--- src/rtl/ca_sched.sv ---
// ca_sched -- generation scheduler for a double-buffered cellular-automaton row
// memory.
//
// The block counts video frames. Every GEN_DIV frames it starts one
// generation of the external generator. That generation reads the front
// (source) bank and writes the back (destination) bank. When the generator
// reports done, the banks swap. The display reads the front bank at any time
// and takes priority over the generator on the single memory read port.
//
// Parameters
//   GEN_DIV   : frame ticks per generation (1..255)
//   ROW_WORDS : 16-bit words per row; bank A base 0, bank B base ROW_WORDS
//   TIMEOUT   : max cycles from gen_start to gen_done before giving up
//
// Ports
//   clk, rst                 : clock (rising edge), synchronous active-high reset
//   enable, frame_tick       : generation enable, one-cycle pulse per frame
//   step (CA_SCHED_STEP_EN)  : single-step start request, honoured only in IDLE
//   gen_start / gen_done     : generator handshake pulses
//   gen_read/gen_raddr       : generator read request, row-relative address
//   gen_write/gen_waddr/
//   gen_wdata                : generator write, row-relative address
//   gen_rvalid, gen_stall    : generator read data valid / read not granted
//   disp_read/disp_raddr     : display read request, row-relative address
//   disp_rvalid              : display read data valid
//   mem_*                    : memory ports (read data returns one cycle later)
//   front_bank               : bank currently shown to the display
//   gen_count                : completed generations (wraps)
//   timeout_err              : sticky, set when a generation timed out
//
// Optional feature: define CA_SCHED_STEP_EN to add the step input.

module ca_sched #(
  parameter int GEN_DIV   = 4,
  parameter int ROW_WORDS = 80,
  parameter int TIMEOUT   = 1023
) (
  input  logic        clk,
  input  logic        rst,
  input  logic        enable,
  input  logic        frame_tick,
`ifdef CA_SCHED_STEP_EN
  input  logic        step,
`endif
  output logic        gen_start,
  input  logic        gen_done,
  input  logic        gen_read,
  input  logic [7:0]  gen_raddr,
  input  logic        gen_write,
  input  logic [7:0]  gen_waddr,
  input  logic [15:0] gen_wdata,
  output logic        gen_rvalid,
  output logic        gen_stall,
  input  logic        disp_read,
  input  logic [7:0]  disp_raddr,
  output logic        disp_rvalid,
  output logic        mem_re,
  output logic [7:0]  mem_raddr,
  input  logic [15:0] mem_rdata,
  output logic        mem_we,
  output logic [7:0]  mem_waddr,
  output logic [15:0] mem_wdata,
  output logic        front_bank,
  output logic [15:0] gen_count,
  output logic        timeout_err
);

  localparam int TW = (TIMEOUT < 2) ? 1 : $clog2(TIMEOUT + 1);

  typedef enum logic [1:0] {
    S_IDLE  = 2'd0,
    S_START = 2'd1,
    S_RUN   = 2'd2,
    S_SWAP  = 2'd3
  } state_t;

  state_t        state_q, state_d;
  logic [7:0]    div_q, div_d;
  logic [TW-1:0] tmo_q, tmo_d;
  logic          front_q, front_d;
  logic [15:0]   count_q, count_d;
  logic          err_q, err_d;
  logic          gen_start_q, gen_start_d;
  logic          gen_rvalid_q, gen_rvalid_d;
  logic          disp_rvalid_q, disp_rvalid_d;

  logic          step_go;
  logic [7:0]    div_nxt;
  logic [TW-1:0] tmo_nxt;
  logic          gen_active;
  logic          disp_grant, gen_grant;
  logic [7:0]    src_base, dst_base;

  // Read data travels straight from memory to the requesters; this block only
  // tracks when it is valid.
  logic          unused_rdata;
  assign unused_rdata = ^mem_rdata;

`ifdef CA_SCHED_STEP_EN
  assign step_go = step;
`else
  assign step_go = 1'b0;
`endif

  assign div_nxt    = div_q + 8'd1;
  assign tmo_nxt    = tmo_q + TW'(1);
  assign gen_active = (state_q == S_START) || (state_q == S_RUN);

  // Source bank is the front bank; the generator writes the other one.
  assign src_base = front_q ? 8'(ROW_WORDS) : 8'd0;
  assign dst_base = front_q ? 8'd0 : 8'(ROW_WORDS);

  // Display always wins the read port; generator reads only while a
  // generation is in flight.
  assign disp_grant = disp_read;
  assign gen_grant  = gen_read & ~disp_read & gen_active;
  assign gen_stall  = gen_read & disp_read;

  assign mem_re    = disp_grant | gen_grant;
  assign mem_raddr = (disp_read ? disp_raddr : gen_raddr) + src_base;
  assign mem_we    = gen_write & gen_active;
  assign mem_waddr = gen_waddr + dst_base;
  assign mem_wdata = gen_wdata;

  always_comb begin
    state_d       = state_q;
    div_d         = div_q;
    tmo_d         = tmo_q;
    front_d       = front_q;
    count_d       = count_q;
    err_d         = err_q;
    gen_start_d   = 1'b0;
    gen_rvalid_d  = gen_grant;
    disp_rvalid_d = disp_grant;

    case (state_q)
      S_IDLE: begin
        // A step request bypasses enable and leaves the divider untouched.
        if (step_go) begin
          state_d     = S_START;
          gen_start_d = 1'b1;
        end else if (enable && frame_tick) begin
          if (div_nxt == 8'(GEN_DIV)) begin
            div_d       = 8'd0;
            state_d     = S_START;
            gen_start_d = 1'b1;
          end else begin
            div_d = div_nxt;
          end
        end
      end
      S_START: begin
        tmo_d   = '0;
        state_d = S_RUN;
      end
      S_RUN: begin
        // Completion wins over a timeout landing on the same cycle.
        if (gen_done) begin
          state_d = S_SWAP;
        end else if (tmo_nxt == TW'(TIMEOUT)) begin
          state_d = S_IDLE;
          err_d   = 1'b1;
        end else begin
          tmo_d = tmo_nxt;
        end
      end
      S_SWAP: begin
        front_d = ~front_q;
        count_d = count_q + 16'd1;
        state_d = S_IDLE;
      end
      default: state_d = S_IDLE;
    endcase
  end

  always_ff @(posedge clk) begin
    if (rst) begin
      state_q       <= S_IDLE;
      div_q         <= 8'd0;
      tmo_q         <= '0;
      front_q       <= 1'b0;
      count_q       <= 16'd0;
      err_q         <= 1'b0;
      gen_start_q   <= 1'b0;
      gen_rvalid_q  <= 1'b0;
      disp_rvalid_q <= 1'b0;
    end else begin
      state_q       <= state_d;
      div_q         <= div_d;
      tmo_q         <= tmo_d;
      front_q       <= front_d;
      count_q       <= count_d;
      err_q         <= err_d;
      gen_start_q   <= gen_start_d;
      gen_rvalid_q  <= gen_rvalid_d;
      disp_rvalid_q <= disp_rvalid_d;
    end
  end

  assign gen_start   = gen_start_q;
  assign gen_rvalid  = gen_rvalid_q;
  assign disp_rvalid = disp_rvalid_q;
  assign front_bank  = front_q;
  assign gen_count   = count_q;
  assign timeout_err = err_q;

endmodule

--- config.mk ---
export PLATFORM = sky130hd
export DESIGN_NAME = ca_sched
export DESIGN_NICKNAME = d
export VERILOG_FILES = /design/src/rtl/ca_sched.sv
export SDC_FILE = /design/constraint.sdc
export NUM_CORES = 1
export LEC_CHECK = 0
export ABC_AREA = 1
export CORE_ASPECT_RATIO = 1.75
export CORE_UTILIZATION = 46
export CTS_BUF_LIST = sky130_fd_sc_hd__clkbuf_4 sky130_fd_sc_hd__clkbuf_8
export DETAILED_ROUTE_END_ITERATION = 12
export GPL_TIMING_DRIVEN = 0
export MAX_ROUTING_LAYER = met4
export PLACE_DENSITY = 0.88
export SKIP_LAST_GASP = 1
export SYNTH_ARGS = -nofsm -noshare
export SYNTH_HDL_FRONTEND = slang
export SYNTH_SLANG_ARGS = --single-unit
--- constraint.sdc ---
create_clock -name clk -period 3.3 [get_ports clk]
set_clock_uncertainty 0.05 [all_clocks]
set_input_delay 0.495 -clock clk [delete_from_list [all_inputs] [get_ports clk]]
set_output_delay 0.495 -clock clk [all_outputs]
set_load 0.01 [all_outputs]
# --- Word level (Yosys, flattened, before mapping) ---
# Index checks and enable logic that the tools add are counted.
op_classes:
  n_addsub: 5
  eq_ne: 10
  muxes: 13
  bitwise_logic: 10
  reduce_logical: 9
op_table:
  columns: ["operator", "count"]
  rows:
  - ["2-to-1 mux 10 bit", 2]
  - ["case mux 10 bit (2 select lines)", 1]
  - ["adder 16 x 1 -> 16 bit (second input constant)", 1]
  - ["adder 8 x 7 -> 8 bit", 2]
  - ["2-to-1 mux 8 bit", 2]
  - ["2-to-1 mux 7 bit", 2]
  - ["adder 10 x 1 -> 10 bit (second input constant)", 1]
  - ["== test 10 bit (second input constant)", 1]
  - ["AND reduction 3 bit", 3]
  - ["adder 8 x 1 -> 8 bit (second input constant)", 1]
  - ["== test 8 x 3 -> 1 bit (second input constant)", 1]
  - ["2-to-1 mux 2 bit", 4]
  - ["inequality test 2 bit (second input constant)", 4]
  - ["case mux 2 bit (4 select lines)", 1]
  - ["NOT 1 bit", 5]
  - ["AND 1 bit", 4]
  - ["== test 2 bit (second input constant)", 2]
  - ["inequality test 3 x 2 -> 1 bit (second input constant)", 1]
  - ["OR reduction 3 bit", 1]
  - ["== test 2 x 1 -> 1 bit (second input constant)", 1]
  - ["zero test 2 bit", 1]
  - ["AND reduction 2 bit", 1]
  - ["nonzero test 2 bit", 1]
  - ["logical AND 1 bit", 1]
  - ["other kinds (3)", 3]
word_totals:
  regBits: 41
  out_inout_bits: 56
  elab_cells: 56

# --- Logic depth before layout (Yosys ltp) ---
depth:
  depth_word: 5
  ltp_mapped: 13
  ltp_nobuf: 13

# --- Worst setup path after synthesis ---
# No wires, ideal clock.
synth_path:
  path_type: "input port to output port"
  startpoint: "in disp_read"
  endpoint: "out mem_raddr[7]"
  t_arrival_ns: 1.495
  required_time_ns: 2.755
  slack_ns: 1.260
  path_stages: 6
  cell_sequence: "clkbuf_1 -> nand2_1 -> nand2_1 -> ha_1 -> a31oi_1 -> xnor2_1"
synth_via:
  elab_chain_len: 2
synth_rtl:
  columns: ["element", "line_no", "source"]
  rows:
  - ["from (decl)", "54", "input logic disp_read,"]
  - ["2-to-1 mux 8 bit", "120", "assign mem_raddr = (disp_read ? disp_raddr : gen_raddr) + src_base;"]
  - ["adder 8 x 7 -> 8 bit", "120", null]
  - ["to (decl)", "58", "output logic [7:0] mem_raddr,"]
# No other way between the ends.

# --- Final worst setup path ---
# Same ends and word-level chain as after synthesis.

==> run_results.csv <==
group,metric,value,unit
worst_setup_path,path_cells,"clkdlybuf4s50_1, clkinv_1, nand2_1, nand2_1, ha_1, a31oi_1, xnor2_1, clkdlybuf4s50_1",
logic_synthesis,syn_inst,387,
min_path,hold_end,"timeout_err",
placed_design,placed_area,0.00354,mm²
floorplan,initial_core_util,47.4,%
route,vias,2783,
route,antenna_left,0,
timing,period_needed,3.14,ns
final_layout,post-route-util,66.0,%
logic_synthesis,synth_flop_cell,"dfxtp_1",
min_path,hp-class,"reg2reg",
run_status,outcome,"completed",
logic_synthesis,ys_seq_elements,41,
pwr,internal-power,0.987,mW
cts,ctsHtreeMaxLevel,2,
worst_setup_path,arrival,2.60,ns
timing,slew_viol_final,0,
logic_synthesis,synth_area,0.00263,mm²
timing,slew_headroom,58.3,%
logic_synthesis,yosysTopAreaCellShare,31.3,%
pwr,clockPowerShare,28.0,%
cts,cts_sinks,41,
cts,clkTransAtPathRegs,0.09,ns
timing,worst_slew_pin_slew,0.623,ns
floorplan,core-area,0.00554,mm²
min_path,hp-start,"timeout_err",
logic_synthesis,seq_area_frac_synth,31.3,%
floorplan,boundaryPins,120,
global_route,grt_pass1_wl,10.3,mm
logic_synthesis,syn_nets,466,
logic_synthesis,ys_types,32,
min_path,holdPathStages,1,
logic_synthesis,avgSynthCellArea,6.79,µm²
logic_synthesis,async_flop_share,0,%
floorplan,die_w,59.1,µm
pwr,pwr-share-seq,38.6,%
worst_setup_path,cp.buffers_inverters,3,
cts,cts_made_buffers,5,
route,drt_pass1_iterations,5,
worst_setup_path,r2r-end,"state_q[0]",
worst_setup_path,end_kind,"primary output",
worst_setup_path,r2r_cells,8,
worst_setup_path,r2r_slack,1.25,ns
pwr,p_per_area,400,mW/mm²
route,drtIter0Drc,72,
worst_setup_path,startpoint,"disp_read",
final_layout,nNetsFinal,555,
global_route,globalRouteOverflowTotal,0,
logic_synthesis,synth_area_leader_cell,"dfxtp_1",
final_layout,fin_area,0.00366,mm²
floorplan,fp.dieArea,0.00603,mm²
pwr,sw_frac_of_total,32.6,%
timing,fin_crit_sh,95.2,%
placed_design,port_buffers,82,
worst_setup_path,cp_top_family,"buffers and inverters",
pwr,p_leak,1.57,nW
flow_run,drv_cap,0,
global_route,grtUsageTotal,22.7,%
logic_synthesis,synthTopCellsByArea,"dfxtp_1 (31%), nand2_1 (12%), inv_1 (8.4%)",
placed_design,gp_congestion,0.878,
worst_setup_path,critPathMaxFanout,10,
timing,max_freq,318,MHz
logic_synthesis,synth_edf_count,0,
final_layout,diodes,0,
timing,hold_viol,0,
worst_setup_path,required,2.75,ns
cts,post_cts_buffers,0,
global_route,grt_max_degree,15,
route,drc,0,
worst_setup_path,cp_slowest_cell,"clkdlybuf4s50_1",
placed_design,hpwl,5.21,mm
logic_synthesis,ys_warn_count,0,
final_layout,syn_to_final_growth,39.3,%
cts,cts_buffer_depth,2,
floorplan,die_h,102,µm
global_route,grt_pass1_vias,2582,
worst_setup_path,worst-setup-path-type,"in2out",
worst_setup_path,max_stage_delay,0.56,ns
timing,tns,0,ns
worst_setup_path,startpoint_type,"input pin",
route,routedWlPerCell,11.9,µm
cts,cts_tree,"done",
final_layout,drive_above_1_share,10.5,%
pwr,p_switching,0.478,mW
route,via_per_inst,5.03,
logic_synthesis,synth_common_cells,"nand2_1 (87), inv_1 (59), dfxtp_1 (41)",
cts,clk_latency,0.30,ns
logic_synthesis,yosysMostFrequentCell,"nand2_1",
worst_setup_path,r2r_start,"state_q[1]",
timing,finalSetupViolations,0,
floorplan,num_rows,36,
cts,root_buffer,"clkbuf_8",
pwr,power_frac_comb,33.4,%
global_route,antenna_found_initial,0,
route,drt_wl_total,6.56,mm
pwr,ir_drop,282,µV
-- flip-flops by register name, summed over array words and instances, names as in the netlist --
signal / flops
disp_rvalid: 1
gen_start: 1
gen_rvalid: 1
timeout_err: 1
state_q: 2
front_bank: 1
tmo_q: 10
div_q: 8
gen_count: 16
-- worst register-to-register path: stages (launching register included) --
cell and delay [ns]:
dfxtp_1 0.43, ha_1 0.23, inv_1 0.07, nor2_1 0.48
inv_1 0.13, o21bai_4 0.23, buf_6 0.15, a21oi_1 0.12
nor2_1 0.05
-- worst max path at each step --
stage                    to  slack [ns]  cells after the start
3_5_place_dp   mem_raddr[7]        0.12                      8
2_1_floorplan  mem_raddr[7]        1.26                      6
4_1_cts        mem_raddr[7]        0.12                      8
5_1_grt        mem_raddr[7]       -0.01                      8
3_3_place_gp   mem_raddr[7]        0.16                      8
6_report       mem_raddr[7]        0.16                      8
-- cell families after synthesis --
logic type      share of synthesized area [%]
compound gates                           12.9
buf+inv                                  15.7
simple gates                             30.6
fa+ha+maj                                7.15
flops                                    31.3
xor+xnor                                 2.33
-- final cells by class --
| cell class | count | area (µm²) |
|---|---|---|
| Sequential cell | 41 | 821 |
| Multi-Input combinational cell | 258 | 1390 |
| Tap cell | 76 | 95.1 |
| Buffer | 27 | 185 |
| Fill cell | 439 | 1880 |
| Timing Repair Buffer | 82 | 821 |
| Inverter | 61 | 229 |
| Clock buffer | 5 | 68.8 |
| Clock inverter | 3 | 46.3 |
-- power groups by stage --
stage,registers (mW),clock network [mW],logic (mW)
CTS,0.565,0.416,0.489
floorplan,0.570,0,0.296
global route,0.570,0.439,0.542
detailed placement,0.576,0,0.486
finish,0.565,0.410,0.489
global placement,0.574,0,0.467
-- placed cells by master (no fill, tap or decap), drive strengths merged, types with 2 or more instances in the layout --
cell type,instances
a21oi,34
a31oi,2
buf,21
clkbuf,11
clkdlybuf4s50,82
clkinv,2
dfxtp,41
ha,15
inv,60
nand2,94
nand3,32
nand3b,5
nand4,6
nor2,30
nor3,7
o21a,2
o21ai,19
o21bai,2
xnor2,4
xor2,3
-- repair_timing --
item / CTS / global route
hold buffers: 0 / 0
endpoints found under the setup margin: 0 / 1
hold endpoints to repair: 0 / 0
resized for setup: 0 / 2
-- metrics by stage --
step / instances / hold WS, ns / setup slack (ns) / power, mW
after floorplan: 387 / 0.420 / 1.26 / 0.865
after global placement: 545 / 0.404 / 0.160 / 1.04
after detailed placement: 545 / 0.419 / 0.116 / 1.06
after CTS: 553 / 0.441 / 0.116 / 1.47
after global routing: 553 / 0.458 / -0.0113 / 1.55
final: 553 / 0.438 / 0.157 / 1.46
-- layer usage --
layer / global-route usage [%] / part of all wire, %
met1: 19.4 / 35
met5: - / 0
met2: 45.5 / 57
met4: 11.0 / 3.0
met3: 3.29 / 4.9
Note: power is estimated with default switching activity, not from simulation.
